## src/rtl/ISO14443A_pkg.sv

```systemverilog
// Shared ISO/IEC 14443-A definitions: CRC_A preset, the CRC_A byte update
// and the transmit frame builder state encoding.
package ISO14443A_pkg;

  localparam logic [15:0] CRC_A_INIT = 16'h6363;

  typedef enum logic [1:0] {
    ST_IDLE,
    ST_DATA,
    ST_CRC_LO,
    ST_CRC_HI
  } builder_state_e;

  // Reflected CRC-16 (poly 0x8408), one data byte folded in LSb first.
  function automatic logic [15:0] crc_a_update(input logic [15:0] crc,
                                               input logic [7:0]  data);
    logic [15:0] c;
    c = crc;
    for (int i = 0; i < 8; i++) begin
      if (c[0] ^ data[i]) c = (c >> 1) ^ 16'h8408;
      else                c = c >> 1;
    end
    return c;
  endfunction

endpackage

```

## src/rtl/byte_fifo.sv

```systemverilog
// Small synchronous FIFO with registered full/empty flags; pointers wrap
// naturally because DEPTH is a power of two.
module byte_fifo #(
  parameter int WIDTH = 9,
  parameter int DEPTH = 4
) (
  input  logic             clk,
  input  logic             rst_n,
  input  logic             push,
  input  logic [WIDTH-1:0] wr_data,
  input  logic             pop,
  output logic [WIDTH-1:0] rd_data,
  output logic             full,
  output logic             empty
);

  localparam int AW = $clog2(DEPTH);
  localparam logic [AW:0] FULL_CNT = (AW+1)'(DEPTH);

  logic [WIDTH-1:0] mem_q [DEPTH];
  logic [AW-1:0]    wr_ptr_q, wr_ptr_d, rd_ptr_q, rd_ptr_d;
  logic [AW:0]      count_q, count_d;
  logic             full_q, full_d, empty_q, empty_d;
  logic             do_push, do_pop;

  always_comb begin
    do_push  = push && !full_q;
    do_pop   = pop && !empty_q;
    wr_ptr_d = do_push ? wr_ptr_q + 1'b1 : wr_ptr_q;
    rd_ptr_d = do_pop ? rd_ptr_q + 1'b1 : rd_ptr_q;
    case ({do_push, do_pop})
      2'b10:   count_d = count_q + 1'b1;
      2'b01:   count_d = count_q - 1'b1;
      default: count_d = count_q;
    endcase
    full_d  = (count_d == FULL_CNT);
    empty_d = (count_d == '0);
  end

  always_ff @(posedge clk or negedge rst_n) begin
    if (!rst_n) begin
      wr_ptr_q <= '0;
      rd_ptr_q <= '0;
      count_q  <= '0;
      full_q   <= 1'b0;
      empty_q  <= 1'b1;
    end else begin
      wr_ptr_q <= wr_ptr_d;
      rd_ptr_q <= rd_ptr_d;
      count_q  <= count_d;
      full_q   <= full_d;
      empty_q  <= empty_d;
    end
  end

  always_ff @(posedge clk) begin
    if (do_push) mem_q[wr_ptr_q] <= wr_data;
  end

  assign rd_data = mem_q[rd_ptr_q];
  assign full    = full_q;
  assign empty   = empty_q;

endmodule

```

## src/rtl/tx_frame_builder.sv

```systemverilog
// ISO 14443-A transmit frame builder: buffers bytes, serialises them LSb first
// with optional odd parity and a trailing little-endian CRC_A.
module tx_frame_builder
  import ISO14443A_pkg::*;
#(
  parameter int          FIFO_DEPTH = 4,
  parameter logic [15:0] CRC_INIT   = CRC_A_INIT
) (
  input  logic       clk,
  input  logic       rst_n,
  input  logic [7:0] in_data,
  input  logic       in_valid,
  output logic       in_ready,
  input  logic       in_last,
  input  logic [2:0] cfg_bits_first,
  input  logic       cfg_crc,
  input  logic       cfg_parity,
  output logic       out_bit,
  output logic       out_valid,
  input  logic       out_ready,
  output logic       out_last,
  output logic       out_is_parity,
  output logic       busy,
  output logic       underrun
);

  builder_state_e state_q, state_d;
  logic [7:0]  shreg_q, shreg_d;
  logic [2:0]  rem_q, rem_d;
  logic [15:0] crc_q, crc_d;
  logic par_acc_q, par_acc_d, byte_last_q, byte_last_d, byte_final_q, byte_final_d;
  logic cfg_crc_q, cfg_crc_d, cfg_parity_q, cfg_parity_d;
  logic out_valid_q, out_valid_d, out_bit_q, out_bit_d, out_last_q, out_last_d;
  logic out_is_parity_q, out_is_parity_d, busy_q, busy_d, underrun_q, underrun_d;

  logic [8:0] fifo_rd_data;
  logic       fifo_full, fifo_empty, fifo_pop;
  logic       fire, byte_done, start_frame, next_data, end_frame, load_en, load_final;
  logic [7:0] load_byte;
  logic [2:0] load_rem;

  byte_fifo #(.WIDTH(9), .DEPTH(FIFO_DEPTH)) u_fifo (
    .clk     (clk),
    .rst_n   (rst_n),
    .push    (in_valid),
    .wr_data ({in_last, in_data}),
    .pop     (fifo_pop),
    .rd_data (fifo_rd_data),
    .full    (fifo_full),
    .empty   (fifo_empty)
  );

  always_comb begin
    state_d = state_q;           shreg_d = shreg_q;           rem_d = rem_q;
    crc_d = crc_q;               par_acc_d = par_acc_q;       byte_last_d = byte_last_q;
    byte_final_d = byte_final_q; cfg_crc_d = cfg_crc_q;       cfg_parity_d = cfg_parity_q;
    out_valid_d = out_valid_q;   out_bit_d = out_bit_q;       out_last_d = out_last_q;
    out_is_parity_d = out_is_parity_q;
    underrun_d = 1'b0;           fifo_pop = 1'b0;
    fire = out_valid_q && out_ready;
    byte_done = 1'b0; start_frame = 1'b0; next_data = 1'b0; end_frame = 1'b0;
    load_en = 1'b0; load_byte = '0; load_rem = 3'd7; load_final = 1'b0;

    // out_valid low outside IDLE only happens while DATA waits on an empty FIFO.
    case (state_q)
      ST_IDLE: start_frame = !fifo_empty;
      default: begin
        if (!out_valid_q) begin
          next_data = (state_q == ST_DATA) && !fifo_empty;
        end else if (fire) begin
          if (!out_is_parity_q && rem_q != 3'd0) begin
            out_bit_d  = shreg_q[0];
            shreg_d    = shreg_q >> 1;
            rem_d      = rem_q - 3'd1;
            par_acc_d  = par_acc_q ^ out_bit_q;
            out_last_d = (rem_q == 3'd1) && byte_final_q && !cfg_parity_q;
          end else if (!out_is_parity_q && cfg_parity_q) begin
            out_bit_d       = ~(par_acc_q ^ out_bit_q);
            out_is_parity_d = 1'b1;
            out_last_d      = byte_final_q;
          end else begin
            byte_done = 1'b1;
          end
        end
      end
    endcase

    if (byte_done) begin
      case (state_q)
        ST_DATA: begin
          if (!byte_last_q) begin
            if (!fifo_empty) next_data = 1'b1;
            else begin
              out_valid_d = 1'b0; out_is_parity_d = 1'b0; out_last_d = 1'b0;
              underrun_d  = 1'b1;
            end
          end else if (cfg_crc_q) begin
            state_d = ST_CRC_LO; load_en = 1'b1; load_byte = crc_q[7:0];
          end else begin
            end_frame = 1'b1;
          end
        end
        ST_CRC_LO: begin
          state_d = ST_CRC_HI; load_en = 1'b1; load_byte = crc_q[15:8]; load_final = 1'b1;
        end
        ST_CRC_HI: end_frame = 1'b1;
        default: ;
      endcase
    end

    // A queued frame starts straight away so frames run back to back.
    if (end_frame) begin
      if (!fifo_empty) start_frame = 1'b1;
      else begin
        state_d = ST_IDLE; out_valid_d = 1'b0; out_bit_d = 1'b0;
        out_last_d = 1'b0; out_is_parity_d = 1'b0; crc_d = CRC_INIT;
      end
    end

    if (start_frame) begin
      fifo_pop = 1'b1; state_d = ST_DATA;
      cfg_crc_d = cfg_crc; cfg_parity_d = cfg_parity;
      crc_d = crc_a_update(CRC_INIT, fifo_rd_data[7:0]);
      byte_last_d = fifo_rd_data[8];
      load_en = 1'b1; load_byte = fifo_rd_data[7:0];
      load_rem = (cfg_bits_first == 3'd0) ? 3'd7 : cfg_bits_first - 3'd1;
      load_final = fifo_rd_data[8] && !cfg_crc;
    end

    if (next_data) begin
      fifo_pop = 1'b1;
      crc_d = crc_a_update(crc_q, fifo_rd_data[7:0]);
      byte_last_d = fifo_rd_data[8];
      load_en = 1'b1; load_byte = fifo_rd_data[7:0];
      load_final = fifo_rd_data[8] && !cfg_crc_q;
    end

    if (load_en) begin
      out_valid_d = 1'b1; out_bit_d = load_byte[0]; shreg_d = {1'b0, load_byte[7:1]};
      rem_d = load_rem; par_acc_d = 1'b0; out_is_parity_d = 1'b0; byte_final_d = load_final;
      out_last_d = (load_rem == 3'd0) && load_final && !cfg_parity_d;
    end

    busy_d = (state_d != ST_IDLE);
  end

  always_ff @(posedge clk or negedge rst_n) begin
    if (!rst_n) begin
      state_q <= ST_IDLE;  shreg_q <= '0;  rem_q <= '0;  crc_q <= CRC_INIT;
      par_acc_q <= 1'b0;   byte_last_q <= 1'b0;   byte_final_q <= 1'b0;
      cfg_crc_q <= 1'b0;   cfg_parity_q <= 1'b0;
      out_valid_q <= 1'b0; out_bit_q <= 1'b0;     out_last_q <= 1'b0;
      out_is_parity_q <= 1'b0; busy_q <= 1'b0;    underrun_q <= 1'b0;
    end else begin
      state_q <= state_d;  shreg_q <= shreg_d;  rem_q <= rem_d;  crc_q <= crc_d;
      par_acc_q <= par_acc_d;     byte_last_q <= byte_last_d;   byte_final_q <= byte_final_d;
      cfg_crc_q <= cfg_crc_d;     cfg_parity_q <= cfg_parity_d;
      out_valid_q <= out_valid_d; out_bit_q <= out_bit_d;       out_last_q <= out_last_d;
      out_is_parity_q <= out_is_parity_d; busy_q <= busy_d;     underrun_q <= underrun_d;
    end
  end

  assign in_ready      = !fifo_full;
  assign out_bit       = out_bit_q;
  assign out_valid     = out_valid_q;
  assign out_last      = out_last_q;
  assign out_is_parity = out_is_parity_q;
  assign busy          = busy_q;
  assign underrun      = underrun_q;

endmodule

```

## config.mk

```make
export PLATFORM = sky130hd
export DESIGN_NAME = tx_frame_builder
export DESIGN_NICKNAME = d
export VERILOG_FILES = /design/src/rtl/ISO14443A_pkg.sv /design/src/rtl/byte_fifo.sv /design/src/rtl/tx_frame_builder.sv
export SDC_FILE = /design/constraint.sdc
export NUM_CORES = 1
export LEC_CHECK = 0
export ABC_AREA = 1
export CAP_MARGIN = 20
export CORE_MARGIN = 4
export CORE_UTILIZATION = 60
export DETAILED_ROUTE_END_ITERATION = 10
export GPL_TIMING_DRIVEN = 0
export PLACE_DENSITY = 0.88
export SETUP_SLACK_MARGIN = 0.3
export SYNTH_ARGS = -nofsm -noshare
export SYNTH_HDL_FRONTEND = slang
export SYNTH_SLANG_ARGS = --single-unit
```

## constraint.sdc

```tcl
create_clock -name clk -period 4.08 [get_ports clk]
set_input_delay 0.408 -clock clk [delete_from_list [all_inputs] [get_ports clk]]
set_output_delay 0.408 -clock clk [all_outputs]
set_load 0.01 [all_outputs]
```

==> qor.yml <==
floorplan:
  coreArea_um2: 7730
  die_w_um: 96.9
  io_pins: 25
  die_h_um: 96.9
  start_util_pct: 61.4
  row_count: 32
  die_area_um2: 9390
pwr:
  power_w: 0.00492
  irDropWorstVdd_mv: 0.469
  p_leak_nw: 2.56
  cellPowerDensity_nw_per_um2: 922
place:
  post_dp_cell_area_um2: 5130
  portBuffers: 24
  routabilityCongestion: 0.922
  dpl.hpwl_um: 7960
cells_and_area:
  drive_gt1_share_pct: 11.2
  layout_commonest_cell: "nand2_1"
  syn_to_final_growth_pct: 12.5
  diodes: 0
  final_util_pct: 69.1
  mostFrequentLayoutCells: "nand2_1, nand3_1, inv_1"
  fin_nets: 651
  fin_area_um2: 5340
global_route:
  grt_pass1_vias: 4056
  overflow: 0
  grt_max_degree: 39
  grt_pass1_wl_um: 18300
  grtUsageTotal_pct: 23.9
  antenna_found_initial: 0
drt:
  vias: 4098
  drt-wirelength-per-cell_um: 15.1
  final_antenna_net_count: 0
  drt-met1-wl_um: 4250
  route.met2.wl_um: 5510
  wl_um: 10900
  wl_met3_um: 815
  first_iter_violations: 374
  drcViolationCount: 0
  routed.top_layer: "met4"
  drt-pass1-iter-count: 7
  avgViaCountPerCell: 5.65
timing:
  setup_violations: 0
  max_freq_ghz: 0.302
  rsz0062_at_grt: "false"
  hold_viol: 0
  fin_tns_setup_ns: 0
  finalClockSkew_ns: 0.0127
  slew_headroom_pct: 40.7
  hold_slack_ns: 0.458
  drv_slew: 0
  finalCritPeriodShare_pct: 81.3
  worst_pin_slew_ns: 0.886
  fin_crit_ns: 3.32
synth:
  synth-simple-area-share_pct: 30.6
  yosysWarnings: 0
  synth_edf_count: 36
  netlist_area_um2: 4740
  synthesis.nets: 614
  synth_ff_type: "dfrtp_1"
  synthAdderAreaFrac_pct: 4.11
  synthXorXnorAreaFrac_pct: 3.14
  ys_async_sr_fraction_pct: 57.1
  synth_top_family_by_area: "simple AND/OR/NAND/NOR gates"
  ys_seq_area_share_pct: 48.3
  syn_inst: 581
  ys_ff_latch: 84
  ys_types: 37
  synth_mux_area_share_pct: 0.237
  synthesis.area_per_instance_um2: 8.17
  synth_compound_gate_area_share_pct: 5.67
worst_setup_path:
  r2r_start: "rem_q[0]"
  r2r_cells: 16
  critPathArrivalTime_ns: 3.62
  crit_path_start_kind: "register"
  worst-setup-path-type: "register to register"
  end_kind: "register"
  crit_fanout: 10
  reg2reg_to: "u_fifo.full"
  r2r_slack_ns: 0.76
  cp.required_ns: 4.38
clock_tree:
  cts_made_buffers: 9
  root_buffer: "clkbuf_8"
  cts.clk_slew.worst_paths_ns: 0.09
  htreeDepth: 3
  cts-resized-gates: 0
  clockBufferDepth: 2
  clock_sink_count: 84
  clock_latency_ns: 0.36
  cts_tree: "done"
worst_hold_path:
  hold_path_class: "primary input to async pin"
status:
  outcome: "complete, no violations"
job:
  maxCapViolations: 0
## cell usage after synthesis (3+ instances only)
library cell  number  share of area, %
nand2_1          193                15
nand3_1           69               7.3
inv_1             68               5.4
dfrtp_1           39                21
edfxtp_1          36                23
nor2_1            31               2.5
o21ai_0           19               2.0
ha_1              14               3.7
xor2_1            13               2.4
a21oi_1           11               1.2
o21ai_1           10               1.1
dfstp_2            9               5.0
nand2_2            9               1.2
nand4_1            8               1.1
buf_2              7              0.74
inv_2              6              0.47
buf_4              5              0.79
nor3_1             4              0.42
xnor2_1            4              0.74
nand3_4            3               1.1
o211ai_1           3              0.47
## kinds of logic (layout without fill, tap and decap cells)
group / Yosys count / in the layout
buf+inv: 89 / 131
compound gates: 49 / 49
simple gates: 326 / 326
flops: 84 / 84
xor+xnor: 17 / 17
fa+ha+maj: 15 / 15
mux: 1 / 1
## worst max path at each step
stage                    from     endpoint  slack (ns)
detailed placement  out_ready  u_fifo.full        0.73
finish               rem_q[0]  u_fifo.full        0.76
global placement    out_ready  u_fifo.full        0.82
global route         rem_q[0]  u_fifo.full        0.56
floorplan            rem_q[0]  u_fifo.full        1.12
CTS                  rem_q[0]  u_fifo.full        0.78
## through the flow
stage / setup slack [ns] / instances
detailed placement: 0.734 / 708
global placement: 0.825 / 707
CTS: 0.781 / 725
finish: 0.765 / 725
floorplan: 1.12 / 581
global route: 0.557 / 725
## sequential cells by signal, summed over array words and instances (netlist names), 2 cells and up
| register | cells |
|---|---|
| crc_q | 16 |
| u_fifo.count_q | 3 |
| u_fifo.mem_q | 36 |
| u_fifo.wr_ptr_q | 2 |
| u_fifo.rd_ptr_q | 2 |
| state_q | 2 |
| rem_q | 3 |
| shreg_q | 7 |
## critical path, stage by stage, from the launching register on
cell	delay (ns)
dfrtp_1	0.41
inv_1	0.09
ha_1	0.15
ha_1	0.16
inv_1	0.07
nand2_2	0.08
nand2_2	0.10
nor2_8	0.18
nand3_2	0.18
nand2_2	0.18
nand2_2	0.09
buf_6	0.15
ha_1	0.24
fa_1	0.48
mux2_2	0.28
or2_2	0.28
nor2_1	0.11
## repair_timing
| action | in CTS | in global routing |
|---|---|---|
| hold buffers | 1 | 0 |
| hold endpoints to repair | 8 | 0 |
| buffers inserted | 0 | 0 |
## cell type report
type | instances | area (µm²)
Buffer | 14 | 95.1
Fill cell | 596 | 2390
Multi-Input combinational cell | 408 | 2070
Sequential cell | 84 | 2290
Clock buffer | 11 | 163
Clock inverter | 5 | 38.8
Inverter | 75 | 282
Tap cell | 102 | 128
Timing Repair Buffer | 26 | 265
## per-layer routing
metal	up-vias	track usage, %
li1	1942	-
met1	1912	27.9
met2	202	41.7
met3	42	5.19
met4	0	11.1
met5	-	0
## where the power goes
group          switching, W  internal [W]  total [W]
logic               0.00190      0.000981    0.00288
registers          0.000200       0.00124    0.00144
clock network      0.000318      0.000280   0.000599
total               0.00242       0.00250    0.00492
Note: power is estimated with default switching activity, not from simulation.
